--- src/rtl/lcd_dma_scheduler.sv ---
// Frame-level burst sequencer for the LCD HP reader: walks a framebuffer in fixed
// bursts, issuing one only when the pixel FIFO can absorb it, and restarts on FRAME_START.
module lcd_dma_scheduler #(
    parameter int BURST_SIZE = 8,
    parameter int FIFO_DEPTH = 1024,
    parameter int LEN_BITS   = 20
) (
    input  logic                          CLK,
    input  logic                          RESET,
    input  logic                          ENABLE,
    input  logic [29:0]                   BUFFER_START_ADDR,
    input  logic [LEN_BITS-1:0]           FRAME_WORDS,
    input  logic                          FRAME_START,
    input  logic [$clog2(FIFO_DEPTH):0]   FIFO_LEVEL,
    input  logic                          DMA_READY,
    input  logic                          DMA_RD_DATA_VALID,
    output logic                          DMA_START,
    output logic [29:0]                   DMA_RD_ADDR,
    output logic                          FRAME_DONE,
    output logic                          BUSY
);

    localparam int LVL_W = $clog2(FIFO_DEPTH) + 1;
    localparam int RX_W  = $clog2(BURST_SIZE + 1);

    localparam logic [LVL_W-1:0]    SPACE_LIMIT = LVL_W'(FIFO_DEPTH - BURST_SIZE);
    localparam logic [LEN_BITS-1:0] BURST_LEN   = LEN_BITS'(BURST_SIZE);
    localparam logic [29:0]         BURST_STEP  = 30'(BURST_SIZE);
    localparam logic [RX_W-1:0]     RX_LAST     = RX_W'(BURST_SIZE);
    localparam logic [RX_W-1:0]     RX_ONE      = RX_W'(1);

    localparam logic [2:0] ST_IDLE       = 3'd0;
    localparam logic [2:0] ST_WAIT_SPACE = 3'd1;
    localparam logic [2:0] ST_ISSUE      = 3'd2;
    localparam logic [2:0] ST_WAIT_DATA  = 3'd3;
    localparam logic [2:0] ST_SETTLE     = 3'd4;

    logic [2:0]          state_reg,     state_next;
    logic [29:0]         addr_reg,      addr_next;
    logic [LEN_BITS-1:0] remaining_reg, remaining_next;
    logic [RX_W-1:0]     rx_reg,        rx_next;
    logic                pending_reg,   pending_next;
    logic [29:0]         rd_addr_reg,   rd_addr_next;
    logic                done_reg,      done_next;
    logic                busy_reg,      busy_next;

    logic [RX_W-1:0]     rx_inc;
    logic                space_ok;

    assign rx_inc   = rx_reg + RX_ONE;
    assign space_ok = ENABLE && DMA_READY && (FIFO_LEVEL <= SPACE_LIMIT);

    always_comb begin
        state_next     = state_reg;
        addr_next      = addr_reg;
        remaining_next = remaining_reg;
        rx_next        = rx_reg;
        pending_next   = pending_reg;
        rd_addr_next   = rd_addr_reg;
        done_next      = 1'b0;
        busy_next      = busy_reg;

        case (state_reg)
            ST_IDLE: begin
                if (FRAME_START) begin
                    addr_next      = BUFFER_START_ADDR;
                    remaining_next = FRAME_WORDS;
                    pending_next   = 1'b0;
                    if (FRAME_WORDS == '0) begin
                        done_next = 1'b1;
                        busy_next = 1'b0;
                    end else begin
                        state_next = ST_WAIT_SPACE;
                        busy_next  = 1'b1;
                    end
                end
            end
            ST_WAIT_SPACE: begin
                // A restart here wins over a burst that would otherwise start now.
                if (FRAME_START) begin
                    addr_next      = BUFFER_START_ADDR;
                    remaining_next = FRAME_WORDS;
                    pending_next   = 1'b0;
                    if (FRAME_WORDS == '0) begin
                        state_next = ST_IDLE;
                        done_next  = 1'b1;
                        busy_next  = 1'b0;
                    end
                end else if (space_ok) begin
                    state_next   = ST_ISSUE;
                    rd_addr_next = addr_reg;
                end
            end
            ST_ISSUE: begin
                rx_next    = '0;
                state_next = ST_WAIT_DATA;
                if (FRAME_START) pending_next = 1'b1;
            end
            ST_WAIT_DATA: begin
                if (FRAME_START) pending_next = 1'b1;
                if (DMA_RD_DATA_VALID) begin
                    rx_next = rx_inc;
                    if (rx_inc == RX_LAST) begin
                        state_next     = ST_SETTLE;
                        addr_next      = addr_reg + BURST_STEP;
                        remaining_next = (remaining_reg >= BURST_LEN) ?
                                         (remaining_reg - BURST_LEN) : '0;
                    end
                end
            end
            ST_SETTLE: begin
                // FIFO_LEVEL now reflects the last word of the burst.
                if (pending_reg || FRAME_START) begin
                    addr_next      = BUFFER_START_ADDR;
                    remaining_next = FRAME_WORDS;
                    pending_next   = 1'b0;
                    if (FRAME_WORDS == '0) begin
                        state_next = ST_IDLE;
                        done_next  = 1'b1;
                        busy_next  = 1'b0;
                    end else begin
                        state_next = ST_WAIT_SPACE;
                    end
                end else if (remaining_reg == '0) begin
                    state_next = ST_IDLE;
                    done_next  = 1'b1;
                    busy_next  = 1'b0;
                end else begin
                    state_next = ST_WAIT_SPACE;
                end
            end
            default: begin
                state_next = ST_IDLE;
                busy_next  = 1'b0;
            end
        endcase
    end

    always_ff @(posedge CLK) begin
        if (RESET) begin
            state_reg     <= ST_IDLE;
            addr_reg      <= '0;
            remaining_reg <= '0;
            rx_reg        <= '0;
            pending_reg   <= 1'b0;
            rd_addr_reg   <= '0;
            done_reg      <= 1'b0;
            busy_reg      <= 1'b0;
        end else begin
            state_reg     <= state_next;
            addr_reg      <= addr_next;
            remaining_reg <= remaining_next;
            rx_reg        <= rx_next;
            pending_reg   <= pending_next;
            rd_addr_reg   <= rd_addr_next;
            done_reg      <= done_next;
            busy_reg      <= busy_next;
        end
    end

    assign DMA_START   = (state_reg == ST_ISSUE);
    assign DMA_RD_ADDR = rd_addr_reg;
    assign FRAME_DONE  = done_reg;
    assign BUSY        = busy_reg;

endmodule
--- config.mk ---
export PLATFORM = sky130hd
export DESIGN_NAME = lcd_dma_scheduler
export DESIGN_NICKNAME = d
export VERILOG_FILES = /design/src/rtl/lcd_dma_scheduler.sv
export SDC_FILE = /design/constraint.sdc
export NUM_CORES = 1
export LEC_CHECK = 0
export CORE_ASPECT_RATIO = 1.2
export CORE_MARGIN = 10
export CORE_UTILIZATION = 28
export CTS_CLUSTER_SIZE = 20
export DETAILED_ROUTE_END_ITERATION = 7
export GPL_TIMING_DRIVEN = 1
export SLEW_MARGIN = 20
export SYNTH_ARGS = -nofsm -noshare
export SYNTH_HDL_FRONTEND = slang
export SYNTH_SLANG_ARGS = --single-unit
--- constraint.sdc ---
create_clock -name CLK -period 2.69 [get_ports CLK]
set_input_delay 0.538 -clock CLK [delete_from_list [all_inputs] [get_ports CLK]]
set_output_delay 0.538 -clock CLK [all_outputs]
set_load 0.01 [all_outputs]
# Word level (Yosys, flattened, before mapping)
# Cells that the tools add are included.
# W data, S select, Z words.
totals:
  ff_bits: 90
  latch_bits: 0
  ramBits: 0
  rom_bits: 0
  in_bits: 67
  output_inout_bits: 33
  elab_cells: 88
  memories: 0
op_classes:
  addsub: 3
  mul: 0
  div: 0
  n_lt_le_gt_ge: 2
  eq_ne: 16
  shifts: 0
  muxes: 40
  n_bitwise: 2
  n_reduce_logical: 17
ops:
  columns: ["cell", "count"]
  rows:
  - ["$mux W30", 4]
  - ["$mux W20", 5]
  - ["$pmux W30 S3", 1]
  - ["$pmux W20 S3", 1]
  - ["$logic_not A20 Y1", 2]
  - ["$add A30 B4 Y30 const B", 1]
  - ["$mux W3", 8]
  - ["$ge A20 B4 Y1 const B", 1]
  - ["$sub A20 B4 Y20 const B", 1]
  - ["$mux W1", 15]
  - ["$pmux W3 S5", 1]
  - ["$ne A2 B2 Y1 const B", 6]
  - ["$le A11 B10 Y1 const B", 1]
  - ["$ne A3 B3 Y1 const B", 3]
  - ["$pmux W4 S2", 1]
  - ["$reduce_and A4 Y1", 2]
  - ["$eq A3 B2 Y1 const B", 2]
  - ["$reduce_and A6 Y1", 1]
  - ["$reduce_bool A3 Y1", 2]
  - ["$reduce_and A5 Y1", 1]
  - ["$add A4 B1 Y4 const B", 1]
  - ["$eq A4 B4 Y1 const B", 1]
  - ["$mux W4", 1]
  - ["$ne A2 B1 Y1 const B", 2]
  - ["13 further kinds", 16]

# Longest topological paths before layout
# Gate-level depths: netlist of run 1.
depth:
  ltp_word: 5
  ltp_mapped: 8
  ltp_nobuf: 7

# Worst setup path after synthesis of run 1
# OpenSTA, ideal clock, no wires.
synth_timing:
  path_kind: "reg-to-reg"
  start: "reg addr_reg[3]"
  end: "reg addr_reg[27]"
  setup_time_ps: 79
  t_arrival_ps: 1859
  required_ps: 2611
  slack_ps: 752
  stages_incl_launch_ff: 7
  n_path_buf: 0
  synth_period_minus_slack_ps: 1938
  cell_sequence: "dfxtp_1 > ha_1 > nand3_2 > or4_1 > o41ai_1 > a21oi_1 > a211oi_2"
synth_via:
  elab_chain_len: 4
synth_rtl:
  columns: ["element", "line_no", "text"]
  rows:
  - ["from (decl)", "39", "logic [29:0] addr_reg, addr_next;"]
  - ["from (signal assigned)", "151", "addr_reg <= addr_next;"]
  - ["$add A30 B4 Y30", "105", "addr_next = addr_reg + BURST_STEP;"]
  - ["$mux W30", "103", "if (rx_inc == RX_LAST) begin"]
  - ["$mux W30", "101", "if (DMA_RD_DATA_VALID) begin"]
  - ["$pmux W30 S3", "63", "case (state_reg)"]
# No other way between the ends. The select of a mux whose other input is x is not followed.
# A chain may end at the register's enable or synchronous reset.

# Worst setup path after layout of run 1
layout_timing:
  start: "reg state_reg[0]"
  end: "reg remaining_reg[3]"
layout_via:
  elab_chain_len: 4
  word_cells_on_any_way: 12
  classes_between: "eq/ne (7); mux (1); reduce/logical (4)"
layout_rtl:
  columns: ["element", "line_no", "text"]
  rows:
  - ["from (decl)", "38", "logic [2:0] state_reg, state_next;"]
  - ["from (signal assigned)", "150", "state_reg <= state_next;"]
  - ["$eq A3 B1 Y1 / $logic_not A3 Y1 (equally long branches)", "63", null]
  - ["$reduce_or A2 Y1 (no source line)", null, null]
  - ["$ne A2 B1 Y1 (no source line) / $reduce_bool A3 Y1 (equally long branches)", null, null]
  - ["$reduce_and A5 Y1 (no source line)", null, null]
  - ["to (signal assigned)", "152", "remaining_reg <= remaining_next;"]
  - ["to (decl)", "40", "logic [LEN_BITS-1:0] remaining_reg, remaining_next;"]
# Several ways; a longest one is shown, not always the timed one.

==> results.md, run 1 <==
* Clk_lat worst skew at 0.35 ns
* Layout cells sized above 1 at 0.0818
* Psw at 832 µW
* # port buffers at 99
* CTS H-tree depth at 3
* # hold bufs at CTS at 0
* Post-CTS resize count at 0
* Row count at 52
* Clk pin slew, worst setup/hold paths at 0.07 ns
* Post-Syn Nets at 663
* R2R setup slack at 0.30 ns
* Crit path DAT at 2.65 ns
* CP Launch Type: register
* Synth top cells by count: dfxtp_1 (90), nor2_1 (83), a21oi_1 (48)
* Leakage power at 0.00215 µW
* Clock network power share at 0.395
* Mapped Cells at 593
* Routability congestion estimate at 0.846
* Worst-margin pin slew at 1.00 ns
* CTS tree: built
* Crit. End Element: register
* R2r worst-path depth at 4
* CTS sink count at 90
* Reg-to-reg critical path endpoint: remaining_reg[3]
* Status: completed
* Chip Height at 163 µm
* Critical path type: reg2reg
* Synth Cell Area at 4800 µm²
* Max FO, Critical Path at 13
* Crit share post-route at 0.888
* Core region area at 16,900 µm²
* Switching Share at 0.264
* Synth area leader: dfxtp_1
* Largest net degree at the start of global routing at 43
* Postcts setup bufs at 0
* Final setup vio count at 0
* Unrepaired setup endpoints after global routing: no
* Initial antenna violation count at 0
* Vias post-DR at 4,825
* First-pass GRT wire length at 24,800 µm
* Max VDD drop at 0.000269 V
* CTS Buf Count at 9
* CP Cell Sequence: nand3b_2 > a21oi_1 > a221oi_1 > a211oi_1
* Final Hold Fails at 0
* CP max stage delay at 0.89 ns
* Clock tree root buffer cell: clkbuf_16
* Post-synth top area share at 0.375
* Total track usage at 0.131
* Grt ovf at 0
* Synth top area cells: dfxtp_1 (38%), mux2i_1 (6.9%), nor2_1 (6.5%), a21oi_1 (5.0%), nand2_1 (3.6%)
* # diodes at 0
* Post-synth EDFFs at 0
* Fmax at 0.419 GHz
* Post-route ant nets at 0
* Cell with the most instances after synthesis: dfxtp_1
* FILL cells at 1,746
* Max Slew Vio Count at 0
* Post-DR wirelength/cell at 17.1 µm
* DRC viols at 0
* Hpwl dp at 11,100 µm
* Worst setup path end: remaining_reg[3]
* Final worst setup slack at 0.301 ns
* Hold Crit Start: addr_reg[0]
* Fin nets at 752
* Area Overhead vs Synth at 32.1%
* Synth async-reset ratio at 0
* Synth cell types at 70
* Die Wd at 140 µm
* Number of global-route vias before repair at 4,686
* Register area share after synthesis at 0.375
* CTS Buffer Depth at 2
* TNS Setup at 0 ns
* Post-layout minimum cycle time at 2.39 ns
* Initial Utilization at 0.285
* Critical path origin: state_reg[0]
* Skew final at 0.00523 ns
* Gate power share at 0.141
* Vias/cell at 5.36
* R2R Path Start: state_reg[0]
* Number of detailed-route iterations in the first pass at 5
* Prevailing post-synth register cell: dfxtp_1
* Slowest cell on the critical path: a21oi_1
* CP Data Required Time at 2.95 ns
* Max cap viols at 0
* Pwr dens at 497 nW/µm²
* Pre-CTS setup slack at 0.112 ns
* Slew margin rel. at 0.333
* Die Area at 22,800 µm²
* Iteration-0 DRC Markers at 260
* Worst Hold Class: reg2reg
* Average size of a mapped cell at 8.09 µm²
* Seq pwr share at 0.465
* Synth Warn # at 0
* Io pins at 100
* Synth Register Bits at 90
* WL final at 15,400 µm
* Power Internal at 2320 µW
-- worst min-delay path by stage --
stage / end / cells past startpoint
floorplan: addr_reg[0] / 2
global placement: addr_reg[0] / 2
detailed placement: addr_reg[0] / 2
CTS: addr_reg[0] / 2
global route: addr_reg[1] / 2
finish: addr_reg[0] / 2
-- logic make-up (layout without fill, tap and decap cells) --
| group | after synthesis | after routing | synth area share |
|---|---|---|---|
| buf+inv | 60 | 152 | 0.0555 |
| mux | 33 | 33 | 0.0688 |
| fa+ha+maj | 3 | 3 | 0.00782 |
| compound gates | 172 | 172 | 0.243 |
| flops | 90 | 90 | 0.375 |
| simple gates | 235 | 235 | 0.249 |
-- layout by cell type, fill, tap and decap left out, types with 6 or more instances in the layout --
cell and instances:
clkdlybuf4s50_1 98, clkbuf_16 9, o31ai_1 8, or3_1 6, nor3_1 15, o21ai_1 20, dfxtp_1 90, o21ai_0 6
and3_1 6, inv_1 14, nor4_1 12, nor2_1 82, a22oi_1 7, a21oi_1 48, nand2_1 46, a211oi_1 8
nand4_1 12, or4_1 10, o22ai_1 9, buf_4 20, mux2i_1 33, a31oi_1 11, nand3_1 19, o32ai_1 6
-- critical path: cells and delay by family (launching register included) --
family | cells | cell delay [ns]
compound gates | 3 | 1.33
simple gates | 1 | 0.39
flops | 1 | 0.60
-- power groups by stage --
| stage | Sequential (µW) | Clock, µW | Combinational [µW] |
|---|---|---|---|
| final | 1460 | 1240 | 443 |
| after global routing | 1470 | 1310 | 486 |
| after CTS | 1460 | 1260 | 443 |
| after detailed placement | 1490 | 0 | 441 |
| after global placement | 1490 | 0 | 442 |
| after floorplan | 1470 | 0 | 261 |
-- routing by layer --
metal / global-route usage / share of wire / wire length (µm)
met1: 0.156 / 0.44 / 6790
met2: 0.221 / 0.48 / 7460
met3: 0.0340 / 0.056 / 859
met4: 0.0489 / 0.020 / 303
met5: 0 / 0 / 0
-- final cells by class --
class                   count  area, µm²  area share
well taps                 216        270      0.0426
multi-input cells         443       2740       0.432
clock buffers              10        229      0.0361
repair buffers            122       1200       0.189
inverters                  16       60.1     0.00947
clock inverters             4       45.0     0.00710
flip-flops and latches     90       1800       0.284
-- metrics by stage --
stage	cells	power [µW]	hold WS [ns]	util	area (µm²)
5_1_grt	901	3270	0.483	0.376	6340
4_1_cts	901	3170	0.459	0.376	6340
6_report	901	3150	0.456	0.376	6340
3_3_place_gp	887	1930	0.445	0.360	6070
2_1_floorplan	593	1730	0.436	-	4800
3_5_place_dp	887	1930	0.450	0.360	6070
Note: power is estimated with default switching activity, not from simulation.
==> inputs of run 2 (changes only) <==
--- a/config.mk
+++ b/config.mk
@@ -8,9 +8,11 @@
 export CORE_ASPECT_RATIO = 1.2
 export CORE_MARGIN = 10
 export CORE_UTILIZATION = 28
+export CTS_CLUSTER_DIAMETER = 40
 export CTS_CLUSTER_SIZE = 20
 export DETAILED_ROUTE_END_ITERATION = 7
 export GPL_TIMING_DRIVEN = 1
+export SKIP_CTS_REPAIR_TIMING = 1
 export SLEW_MARGIN = 20
 export SYNTH_ARGS = -nofsm -noshare
 export SYNTH_HDL_FRONTEND = slang
==> results of run 2 <==
No change in the layout: final DEF, timing and power equal those of run 1.
